[config.mk]
export PLATFORM = sky130hd
export DESIGN_NAME = uart_cmd_sequencer_flat
export DESIGN_NICKNAME = d
export VERILOG_FILES = /design/src/rtl/uart_seq_pkg.sv /design/src/rtl/uart_cmd_sequencer_if.sv /design/src/rtl/uart_seq_timeout.sv /design/src/rtl/uart_cmd_sequencer.sv /design/src/flat_wrapper.sv
export SDC_FILE = /design/constraint.sdc
export NUM_CORES = 1
export LEC_CHECK = 0
export ABC_AREA = 1
export CORE_ASPECT_RATIO = 1.1
export CORE_UTILIZATION = 23
export CTS_CLUSTER_DIAMETER = 40
export DETAILED_ROUTE_END_ITERATION = 10
export GPL_TIMING_DRIVEN = 1
export HOLD_SLACK_MARGIN = 0.05
export REMOVE_ABC_BUFFERS = 1
export SLEW_MARGIN = 20
export SYNTH_ARGS = -nofsm -noshare
export SYNTH_HDL_FRONTEND = slang
export SYNTH_SLANG_ARGS = --single-unit
[constraint.sdc]
create_clock -name clk -period 2.9 [get_ports clk]
set_clock_uncertainty 0.2 [all_clocks]
set_input_delay 0.87 -clock clk [delete_from_list [all_inputs] [get_ports clk]]
set_output_delay 0.87 -clock clk [all_outputs]
set_load 0.05 [all_outputs]
[src/rtl/uart_seq_pkg.sv]
// uart_seq_pkg: shared state encoding and constants for the UART command sequencer.
// The GET_CK state is only reachable when UART_SEQ_CHECKSUM_EN is defined.
package uart_seq_pkg;

    localparam logic [7:0] HEADER_DEF = 8'hA5;
    localparam int OP_W = 4;
    localparam int MIN_TMO_W = 20;

    typedef enum logic [2:0] {
        IDLE,
        GET_OP,
        GET_A,
        GET_B,
        GET_CK,
        ISSUE
    } seq_state_t;

    function automatic int tmo_width(input int cycles);
        return ($clog2(cycles) > MIN_TMO_W) ? $clog2(cycles) : MIN_TMO_W;
    endfunction

endpackage

[src/rtl/uart_cmd_sequencer_if.sv]
// uart_cmd_sequencer_if: valid/ready command bus from the sequencer to the ALU.
// master drives the command, slave returns cmd_ready.
interface uart_cmd_sequencer_if;
    import uart_seq_pkg::*;

    logic [OP_W-1:0] cmd_op;
    logic [7:0]      cmd_a;
    logic [7:0]      cmd_b;
    logic            cmd_valid;
    logic            cmd_ready;

    modport master (
        output cmd_op,
        output cmd_a,
        output cmd_b,
        output cmd_valid,
        input  cmd_ready
    );

    modport slave (
        input  cmd_op,
        input  cmd_a,
        input  cmd_b,
        input  cmd_valid,
        output cmd_ready
    );

endinterface

[src/rtl/uart_seq_timeout.sv]
// uart_seq_timeout: loadable down-counter for the inter-byte timeout.
// Priority is clr > load > en; expire flags a count of zero.
module uart_seq_timeout #(
    parameter int unsigned   W    = 20,
    parameter logic [W-1:0]  LOAD = '0
) (
    input  logic clk,
    input  logic rst_n,
    input  logic clr,
    input  logic load,
    input  logic en,
    output logic expire
);

    logic [W-1:0] cnt;

    always_ff @(posedge clk or negedge rst_n) begin
        if (!rst_n) begin
            cnt <= '0;
        end else if (clr) begin
            cnt <= '0;
        end else if (load) begin
            cnt <= LOAD;
        end else if (en && cnt != '0) begin
            cnt <= cnt - W'(1);
        end
    end

    assign expire = (cnt == '0);

endmodule

[src/rtl/uart_cmd_sequencer.sv]
// uart_cmd_sequencer: hunts for HEADER, assembles OP/A/B and issues one ALU command.
// Define UART_SEQ_CHECKSUM_EN for a trailing CK byte (OP^A^B) and the err_checksum pulse.
module uart_cmd_sequencer
    import uart_seq_pkg::*;
#(
    parameter int         CLOCK_FREQ     = 50000000,
    parameter int         TIMEOUT_CYCLES = CLOCK_FREQ / 100,
    parameter logic [7:0] HEADER         = HEADER_DEF
) (
    input  logic       clk,
    input  logic       rst_n,
    input  logic [7:0] rx_data,
    input  logic       rx_valid,
    uart_cmd_sequencer_if.master cmd,
    output logic       err_timeout,
    output logic       err_opcode,
    output logic       err_overrun,
`ifdef UART_SEQ_CHECKSUM_EN
    output logic       err_checksum,
`endif
    output logic [7:0] frame_count
);

    localparam int TW = tmo_width(TIMEOUT_CYCLES);
    localparam logic [TW-1:0] TLOAD = TW'(TIMEOUT_CYCLES - 1);

    seq_state_t state, state_nx;

    logic [OP_W-1:0] op_q;
    logic [7:0]      a_q;
    logic [OP_W-1:0] op_r;
    logic [7:0]      a_r;
    logic [7:0]      b_r;
    logic [7:0]      b_src;
    logic            acc;
    logic            latch_cmd;
    logic            to_nx, oc_nx, ov_nx, ck_nx;
    logic            in_get, nx_get;
    logic            tmo_exp, tmo_clr, tmo_load, tmo_en;

`ifdef UART_SEQ_CHECKSUM_EN
    logic [7:0] b_q;
    logic [7:0] ck_exp;
    assign ck_exp = {{(8-OP_W){1'b0}}, op_q} ^ a_q ^ b_q;
    assign b_src  = b_q;
`else
    assign b_src  = rx_data;
`endif

    assign in_get = (state == GET_OP) || (state == GET_A) ||
                    (state == GET_B)  || (state == GET_CK);
    assign nx_get = (state_nx == GET_OP) || (state_nx == GET_A) ||
                    (state_nx == GET_B)  || (state_nx == GET_CK);

    // Counter is idle (zero) outside GET_*; reloaded on every accepted byte.
    assign tmo_clr  = !nx_get;
    assign tmo_load = acc && nx_get;
    assign tmo_en   = in_get && !rx_valid;

    uart_seq_timeout #(
        .W    (TW),
        .LOAD (TLOAD)
    ) u_tmo (
        .clk    (clk),
        .rst_n  (rst_n),
        .clr    (tmo_clr),
        .load   (tmo_load),
        .en     (tmo_en),
        .expire (tmo_exp)
    );

    always_ff @(posedge clk or negedge rst_n) begin
        if (!rst_n) begin
            state <= IDLE;
        end else begin
            state <= state_nx;
        end
    end

    always_comb begin
        state_nx  = state;
        acc       = 1'b0;
        latch_cmd = 1'b0;
        to_nx     = 1'b0;
        oc_nx     = 1'b0;
        ov_nx     = 1'b0;
        ck_nx     = 1'b0;
        unique case (state)
            IDLE: begin
                if (rx_valid && rx_data == HEADER) begin
                    acc      = 1'b1;
                    state_nx = GET_OP;
                end
            end
            GET_OP: begin
                if (rx_valid) begin
                    acc = 1'b1;
                    if (rx_data[7:OP_W] == '0) begin
                        state_nx = GET_A;
                    end else begin
                        oc_nx    = 1'b1;
                        state_nx = IDLE;
                    end
                end else if (tmo_exp) begin
                    to_nx    = 1'b1;
                    state_nx = IDLE;
                end
            end
            GET_A: begin
                if (rx_valid) begin
                    acc      = 1'b1;
                    state_nx = GET_B;
                end else if (tmo_exp) begin
                    to_nx    = 1'b1;
                    state_nx = IDLE;
                end
            end
            GET_B: begin
                if (rx_valid) begin
                    acc = 1'b1;
`ifdef UART_SEQ_CHECKSUM_EN
                    state_nx = GET_CK;
`else
                    latch_cmd = 1'b1;
                    state_nx  = ISSUE;
`endif
                end else if (tmo_exp) begin
                    to_nx    = 1'b1;
                    state_nx = IDLE;
                end
            end
            GET_CK: begin
`ifdef UART_SEQ_CHECKSUM_EN
                if (rx_valid) begin
                    acc = 1'b1;
                    if (rx_data == ck_exp) begin
                        latch_cmd = 1'b1;
                        state_nx  = ISSUE;
                    end else begin
                        ck_nx    = 1'b1;
                        state_nx = IDLE;
                    end
                end else if (tmo_exp) begin
                    to_nx    = 1'b1;
                    state_nx = IDLE;
                end
`else
                state_nx = IDLE;
`endif
            end
            ISSUE: begin
                // Bytes here are dropped even if the handshake completes now.
                ov_nx = rx_valid;
                if (cmd.cmd_ready) begin
                    state_nx = IDLE;
                end
            end
            default: state_nx = IDLE;
        endcase
    end

    always_ff @(posedge clk or negedge rst_n) begin
        if (!rst_n) begin
            op_q        <= '0;
            a_q         <= '0;
            op_r        <= '0;
            a_r         <= '0;
            b_r         <= '0;
            frame_count <= '0;
            err_timeout <= 1'b0;
            err_opcode  <= 1'b0;
            err_overrun <= 1'b0;
        end else begin
            if (state == GET_OP && rx_valid) begin
                op_q <= rx_data[OP_W-1:0];
            end
            if (state == GET_A && rx_valid) begin
                a_q <= rx_data;
            end
            if (latch_cmd) begin
                op_r <= op_q;
                a_r  <= a_q;
                b_r  <= b_src;
            end
            if (state == ISSUE && cmd.cmd_ready) begin
                frame_count <= frame_count + 8'd1;
            end
            err_timeout <= to_nx;
            err_opcode  <= oc_nx;
            err_overrun <= ov_nx;
        end
    end

`ifdef UART_SEQ_CHECKSUM_EN
    always_ff @(posedge clk or negedge rst_n) begin
        if (!rst_n) begin
            b_q          <= '0;
            err_checksum <= 1'b0;
        end else begin
            if (state == GET_B && rx_valid) begin
                b_q <= rx_data;
            end
            err_checksum <= ck_nx;
        end
    end
`else
    logic unused_ck;
    assign unused_ck = ck_nx;
`endif

    assign cmd.cmd_op    = op_r;
    assign cmd.cmd_a     = a_r;
    assign cmd.cmd_b     = b_r;
    assign cmd.cmd_valid = (state == ISSUE);

endmodule

[src/flat_wrapper.sv]
// flat-port wrapper written by rule: the top's interface ports become plain ports
module uart_cmd_sequencer_flat import uart_seq_pkg::*;
#(
    parameter int         CLOCK_FREQ     = 50000000,
    parameter int         TIMEOUT_CYCLES = CLOCK_FREQ / 100,
    parameter logic [7:0] HEADER         = HEADER_DEF
)
  (clk, rst_n, rx_data, rx_valid, err_timeout, err_opcode, err_overrun, frame_count, cmd_cmd_op, cmd_cmd_a, cmd_cmd_b, cmd_cmd_valid, cmd_cmd_ready);
  uart_cmd_sequencer_if cmd_i ();
  input  logic clk;
  input  logic rst_n;
  input  logic [7:0] rx_data;
  input  logic rx_valid;
  output logic err_timeout;
  output logic err_opcode;
  output logic err_overrun;
  output logic [7:0] frame_count;
  output wire logic [$bits(cmd_i.cmd_op)-1:0] cmd_cmd_op;
  output wire logic [$bits(cmd_i.cmd_a)-1:0] cmd_cmd_a;
  output wire logic [$bits(cmd_i.cmd_b)-1:0] cmd_cmd_b;
  output wire logic [$bits(cmd_i.cmd_valid)-1:0] cmd_cmd_valid;
  input wire logic [$bits(cmd_i.cmd_ready)-1:0] cmd_cmd_ready;
  assign cmd_cmd_op = cmd_i.cmd_op;
  assign cmd_cmd_a = cmd_i.cmd_a;
  assign cmd_cmd_b = cmd_i.cmd_b;
  assign cmd_cmd_valid = cmd_i.cmd_valid;
  assign cmd_i.cmd_ready = cmd_cmd_ready;
  uart_cmd_sequencer #(.CLOCK_FREQ(CLOCK_FREQ), .TIMEOUT_CYCLES(TIMEOUT_CYCLES), .HEADER(HEADER)) u_core (.clk(clk), .rst_n(rst_n), .rx_data(rx_data), .rx_valid(rx_valid), .cmd(cmd_i), .err_timeout(err_timeout), .err_opcode(err_opcode), .err_overrun(err_overrun), .frame_count(frame_count));
endmodule
Word-level counts from Yosys, hierarchy flattened
Cells that the tools add are included.

Flip-flop bits (word level): 66. Input port bits: 12. Output and inout bits: 32. Word-level logic and storage cells: 65.

Add/sub/neg operators: 2. Equal/unequal tests: 11. Multiplexer cells: 22. Reduce and logical (&&, ||, !) cells: 19.

Operators by type and width (count): 20-bit two-way mux (3); 20-bit zero test (1); 20-bit nonzero test (1); 20-bit by 1-bit subtractor with 20-bit output, second input constant (1); 3-bit two-way mux (6); 3-bit case mux with 5 select lines (1); 3-bit by 2-bit == test with 1-bit output, second input constant (4); 1-bit two-way mux (10); 3-bit == test, second input constant (3); 8-bit by 1-bit adder with 8-bit output, second input constant (1); 8-bit == test, second input constant (1); 1-bit logical AND (7); 3-bit by 1-bit == test with 1-bit output, second input constant (2); 1-bit logical OR (6); 4-bit zero test (1); 3-bit zero test (1); 3-bit != test, second input constant (1); 3-bit OR reduction (1); 2-bit two-way mux (1); 1-bit case mux with 2 select lines (1); 1-bit zero test (1).

Longest topological paths before layout
Gate-level depths: netlist of the first run.

Depth after elaboration: 11. Depth in mapped cells: 11. Mapped depth without buffers: 10.

By module
Synthesis of the first run repeated with hierarchy kept, for this count alone.

Cells, all modules: 416. Area total of the unflattened synthesis: 3425.8 um^2.

By module, submodules not included: uart_cmd_sequencer (times used 1, cells an instance 201, area an instance 1958.1 um^2, sequential area each 1151.1 um^2); uart_seq_timeout (times used 1, cells an instance 215, area an instance 1467.7 um^2, sequential area each 500.5 um^2).

Worst setup path before layout of the first run
OpenSTA, ideal clock, no wires.

Kind: input port to flip-flop. Start: input port rx_data[4]. End: register u_core.u_tmo.cnt[0]. Setup time: 0.073 ns. Data arrival time: 1.698 ns. Required time: 2.627 ns. Slack: 0.929 ns. Cell stages on the path: 10. Buffers on the path: 1. Cell sequence: nor2_1 nand2_1 nand2_1 nand2_1 a21oi_1 nand2_1 nand3_2 nand2_2 buf_6 a21oi_2.

Cells in the longest elaborated chain, start to end: 11. Elaborated cells between the ends (all ways): 20. Those cells by class: 6 x eq/ne; 8 x mux; 6 x reduce/logical.

RTL lines: start: declaration (RTL line flat_wrapper.sv:12) `input logic [7:0] rx_data;`; 8-bit == test / 4-bit zero test (equally long branches) (RTL line uart_cmd_sequencer.sv:90, uart_cmd_sequencer.sv:98); 1-bit logical AND / 2-bit two-way mux (equally long branches) (RTL line uart_cmd_sequencer.sv:90, uart_cmd_sequencer.sv:98); 3-bit two-way mux (on tied branches) (RTL line uart_cmd_sequencer.sv:90, uart_cmd_sequencer.sv:96); 3-bit case mux with 5 select lines (RTL line uart_cmd_sequencer.sv:88) `unique case (state)`; 3-bit by 1-bit == test with 1-bit output / 3-bit by 2-bit == test with 1-bit output (equally long branches) (RTL line uart_cmd_sequencer.sv:52) `assign nx_get = (state_nx == GET_OP) || (state_nx == GET_A) ||`; 1-bit logical OR (2 in a row) (RTL line uart_cmd_sequencer.sv:52); 1-bit logical OR (RTL line uart_cmd_sequencer.sv:53) `(state_nx == GET_B) || (state_nx == GET_CK);`; 1-bit logical AND (RTL line uart_cmd_sequencer.sv:57) `assign tmo_load = acc && nx_get;`; 20-bit two-way mux (RTL line uart_seq_timeout.sv:22) `end else if (load) begin`; 20-bit two-way mux (RTL line uart_seq_timeout.sv:20) `end else if (clr) begin`; end signal: assignment (RTL line uart_seq_timeout.sv:25) `cnt <= cnt - W'(1);`; end: declaration (RTL line uart_seq_timeout.sv:15) `logic [W-1:0] cnt;`.

Parallel ways exist; a longest one is shown, timed or not. A chain may end at the register's enable or synchronous reset.

Final worst setup path of the first run
Start: register u_core.frame_count[2]. End: output port frame_count[2].

RTL lines: start: declaration (RTL line uart_cmd_sequencer.sv:21) `output logic [7:0] frame_count`; start signal: assignment (RTL line uart_cmd_sequencer.sv:186) `frame_count <= frame_count + 8'd1;`; end: declaration (RTL line flat_wrapper.sv:17) `output logic [7:0] frame_count;`.

No word-level cell between the ends.

==> key figures, run 1 <==
Timing
  • Final period util: 91.0%
  • Slew @ Worst Pin: 509 ps
  • Slew headroom: 66.0%
  • Unrepaired setup endpoints after global routing: no
  • Fin. max-slew vios: 0
  • Minimum clock period: 2640 ps
  • Peak Freq: 379 MHz
  • Number of setup violations in the final report: 0
  • Final Hold Fails: 0
  • Worst hold margin: 259 ps
  • TNS Setup: 0 ps

Clock network
  • Worst skew pair latency: 330 ps
  • CTS buffer count: 9
  • Register clock-pin slew on the reported worst setup and hold paths: 50 ps
  • Post-CTS Hold Fix Bufs: 0
  • CTS max path bufs: 2
  • TritonCTS clock tree: yes
  • Sink Count: 66
  • Root Buffer: clkbuf_16
  • H-tree depth: 3
  • CTS resizes: 0
  • Postcts setup bufs: 0

Global routing
  • Number of global-route vias before repair: 2289
  • First-pass GRT wire length: 10600 um
  • Total track usage: 10.6%
  • Total grt overflow: 0
  • Largest net degree at the start of global routing: 67
  • Antenna violations before repair: 0

Setup path
  • Crit Path Class: flop to primary output
  • CP Cell Sequence: clkdlybuf4s50_1
  • Crit-path max FO: 4
  • Family with the most delay on the worst path: buffers and inverters
  • Critical path's slowest cell: clkdlybuf4s50_1
  • CP Capture Type: primary output
  • Required time of the critical path: 1830 ps
  • CP bufs+invs: 1
  • Critical path depth: 1
  • Startpoint types: flop
  • Reg2reg path depth: 9
  • CP Data Arrival Time: 1570 ps
  • Worst stage delay on the critical path: 840 ps

Power and ir drop
  • LEAKAGE: 2.04 nW
  • Power density cells: 555 mW/mm2
  • Peak supply drop: 0.293 mV

Synthesis
  • Top cell type by total area after synthesis: dfrtp_1
  • FF+latch count, synth: 66
  • Netlist cell types: 25
  • Synthesized cell area: 0.00297 mm2
  • Synthesized area per cell: 8.92 um2
  • Synth top area cells: dfrtp_1 56%, nand2_1 12%, nor2_1 5.1%
  • Post-synth top area share: 55.6%
  • Post-synthesis sequential area ratio: 55.6%
  • Synth warnings: 0
  • Synth Instances: 333

Finish
  • Sequential Area: 0.00165 mm2
  • Layout area overhead: 31.5%
  • Multi-input gate area: 0.00115 mm2
  • Fraction of layout cells with a size suffix above 1: 12.1%
  • Fillers: 1338
  • Nets: 400
  • Ant diodes: 0

Floorplan
  • Core area: 0.0126 mm2
  • DIE HEIGHT: 121 um
  • Ports: 44
  • Die X: 110 um
  • Initial Util: 23.6%
  • Std cell rows: 43
  • Die area: 0.0134 mm2

Routing
  • Vias/cell: 4.12
  • Vias: 2255
  • Routed Wire Length: 6230 um
  • Iteration-0 DRC Markers: 124
  • Drt wl/cell: 11.4 um
  • Drt drc: 0
  • Post-route ant nets: 0
  • First drt pass iteration count: 4

Job
  • Max Cap Viol: 0

Placed design
  • Final HPWL DP: 4440 um
  • Placer Congestion: 0.773
  • # port buffers: 43

Hold path
  • Hold Path Class: flop to flop
  • Hold path cells: 1

Run status
  • Outcome: finished clean
state kept, by name, indices dropped and copies added, names as in the netlist:
| register | count |
|---|---|
| u_core.u_tmo.cnt | 20 |
| u_core.frame_count | 8 |
| u_core.err_opcode | 1 |
| u_core.state | 3 |
| u_core.cmd.cmd_a | 8 |
| u_core.cmd.cmd_op | 4 |
| u_core.err_overrun | 1 |
| u_core.op_q | 4 |
| u_core.err_timeout | 1 |
| u_core.a_q | 8 |
| u_core.cmd.cmd_b | 8 |
cell type report:
cell class	count	area share (%)
sequential	66	42.3
multi-input combinational	227	29.5
timing repair buffer	49	12.3
clock buffer	11	6.47
tap	157	5.03
inverter	33	3.17
clock inverter	4	1.31
routing by layer:
layer  GRT usage [%]  part of all wire, %  vias to the layer above
met5               0                    0                        -
met4            4.61                  1.7                        0
met3            4.08                  5.7                        7
met2            17.2                   49                       52
met1            12.2                   44                     1053
li1                -                    -                     1143
cells in the mapped netlist:
library cell,number
buf_6,2
nor3_1,5
nand4_1,2
nor3_2,1
or2_1,1
xnor2_1,13
a21oi_1,4
inv_1,30
or2_2,1
nand3_1,11
buf_2,3
nand2_1,93
ha_1,2
nor2_1,40
clkbuf_1,2
dfrtp_1,66
nor2_4,1
nand2_2,2
a21oi_2,10
nand3_2,2
nor2_2,4
xor2_1,12
o21ai_0,22
inv_2,3
and3_1,1
final timing paths:
kind | startpoint | endpoint | slack (ps)
worst max register to register | u_core.u_tmo.cnt[0] | u_core.u_tmo.cnt[18] | 770
min in group asynchronous | rst_n | u_core.a_q[2] | 360
worst min-delay path | u_core.u_tmo.cnt[0] | u_core.u_tmo.cnt[0] | 260
worst min register to register | u_core.u_tmo.cnt[0] | u_core.u_tmo.cnt[0] | 260
max in group asynchronous | rst_n | u_core.a_q[6] | 1870
worst max-delay path | u_core.frame_count[2] | frame_count[2] | 260
power by group:
part | internal, mW | leakage [nW] | total, mW | switching [mW]
combinational | 0.0444 | 0.985 | 0.114 | 0.0691
clock | 0.706 | 0.148 | 1.09 | 0.380
sequential | 0.953 | 0.906 | 0.969 | 0.0168
total | 1.70 | 2.04 | 2.17 | 0.466
through the flow:
stage               area, um2  worst slack, ps  std cells  util, %  power, mW
global placement         3600              198        532     28.6       1.10
CTS                      3910              217        547     31.0       2.21
floorplan                2930              456        326        -       1.04
global route             3910              174        547     31.0       2.27
detailed placement       3600             88.8        532     28.6       1.10
finish                   3910              262        547     31.0       2.17
cell usage in the layout (no fill, tap or decap), types with 2 or more instances in the layout:
cell | synthesis | layout
clkbuf_8 | 0 | 2
o21ai_0 | 22 | 22
ha_1 | 2 | 2
a21oi_2 | 10 | 10
inv_2 | 3 | 3
clkdlybuf4s50_1 | 0 | 41
buf_4 | 0 | 6
nand4_1 | 2 | 2
nand3_1 | 11 | 11
nor3_1 | 5 | 5
dfrtp_1 | 66 | 66
clkbuf_16 | 0 | 9
nor2_2 | 4 | 4
a21oi_1 | 4 | 4
xnor2_1 | 13 | 13
inv_1 | 30 | 30
nand3_2 | 2 | 2
nand2_2 | 2 | 2
xor2_1 | 12 | 12
nor2_1 | 40 | 40
nand2_1 | 93 | 93
cell families after synthesis:
group | share of synthesized area, %
flip-flops | 55.6
adder cells (fa/ha/maj) | 0.842
AO/OA/AOI/OAI | 7.33
buffers and inverters | 5.68
XOR/XNOR | 7.37
AND/OR/NAND/NOR | 23.2
Note: power is estimated with default switching activity, not from simulation.
==> run 2, diff against run 1 <==
--- a/config.mk
+++ b/config.mk
@@ -10,9 +10,11 @@
 export CORE_UTILIZATION = 23
 export CTS_CLUSTER_DIAMETER = 40
 export DETAILED_ROUTE_END_ITERATION = 10
+export GPL_ROUTABILITY_DRIVEN = 0
 export GPL_TIMING_DRIVEN = 1
 export HOLD_SLACK_MARGIN = 0.05
 export REMOVE_ABC_BUFFERS = 1
+export SKIP_LAST_GASP = 1
 export SLEW_MARGIN = 20
 export SYNTH_ARGS = -nofsm -noshare
 export SYNTH_HDL_FRONTEND = slang
==> results of run 2 <==
The final DEF is identical to that of run 1; final timing and power are the same.
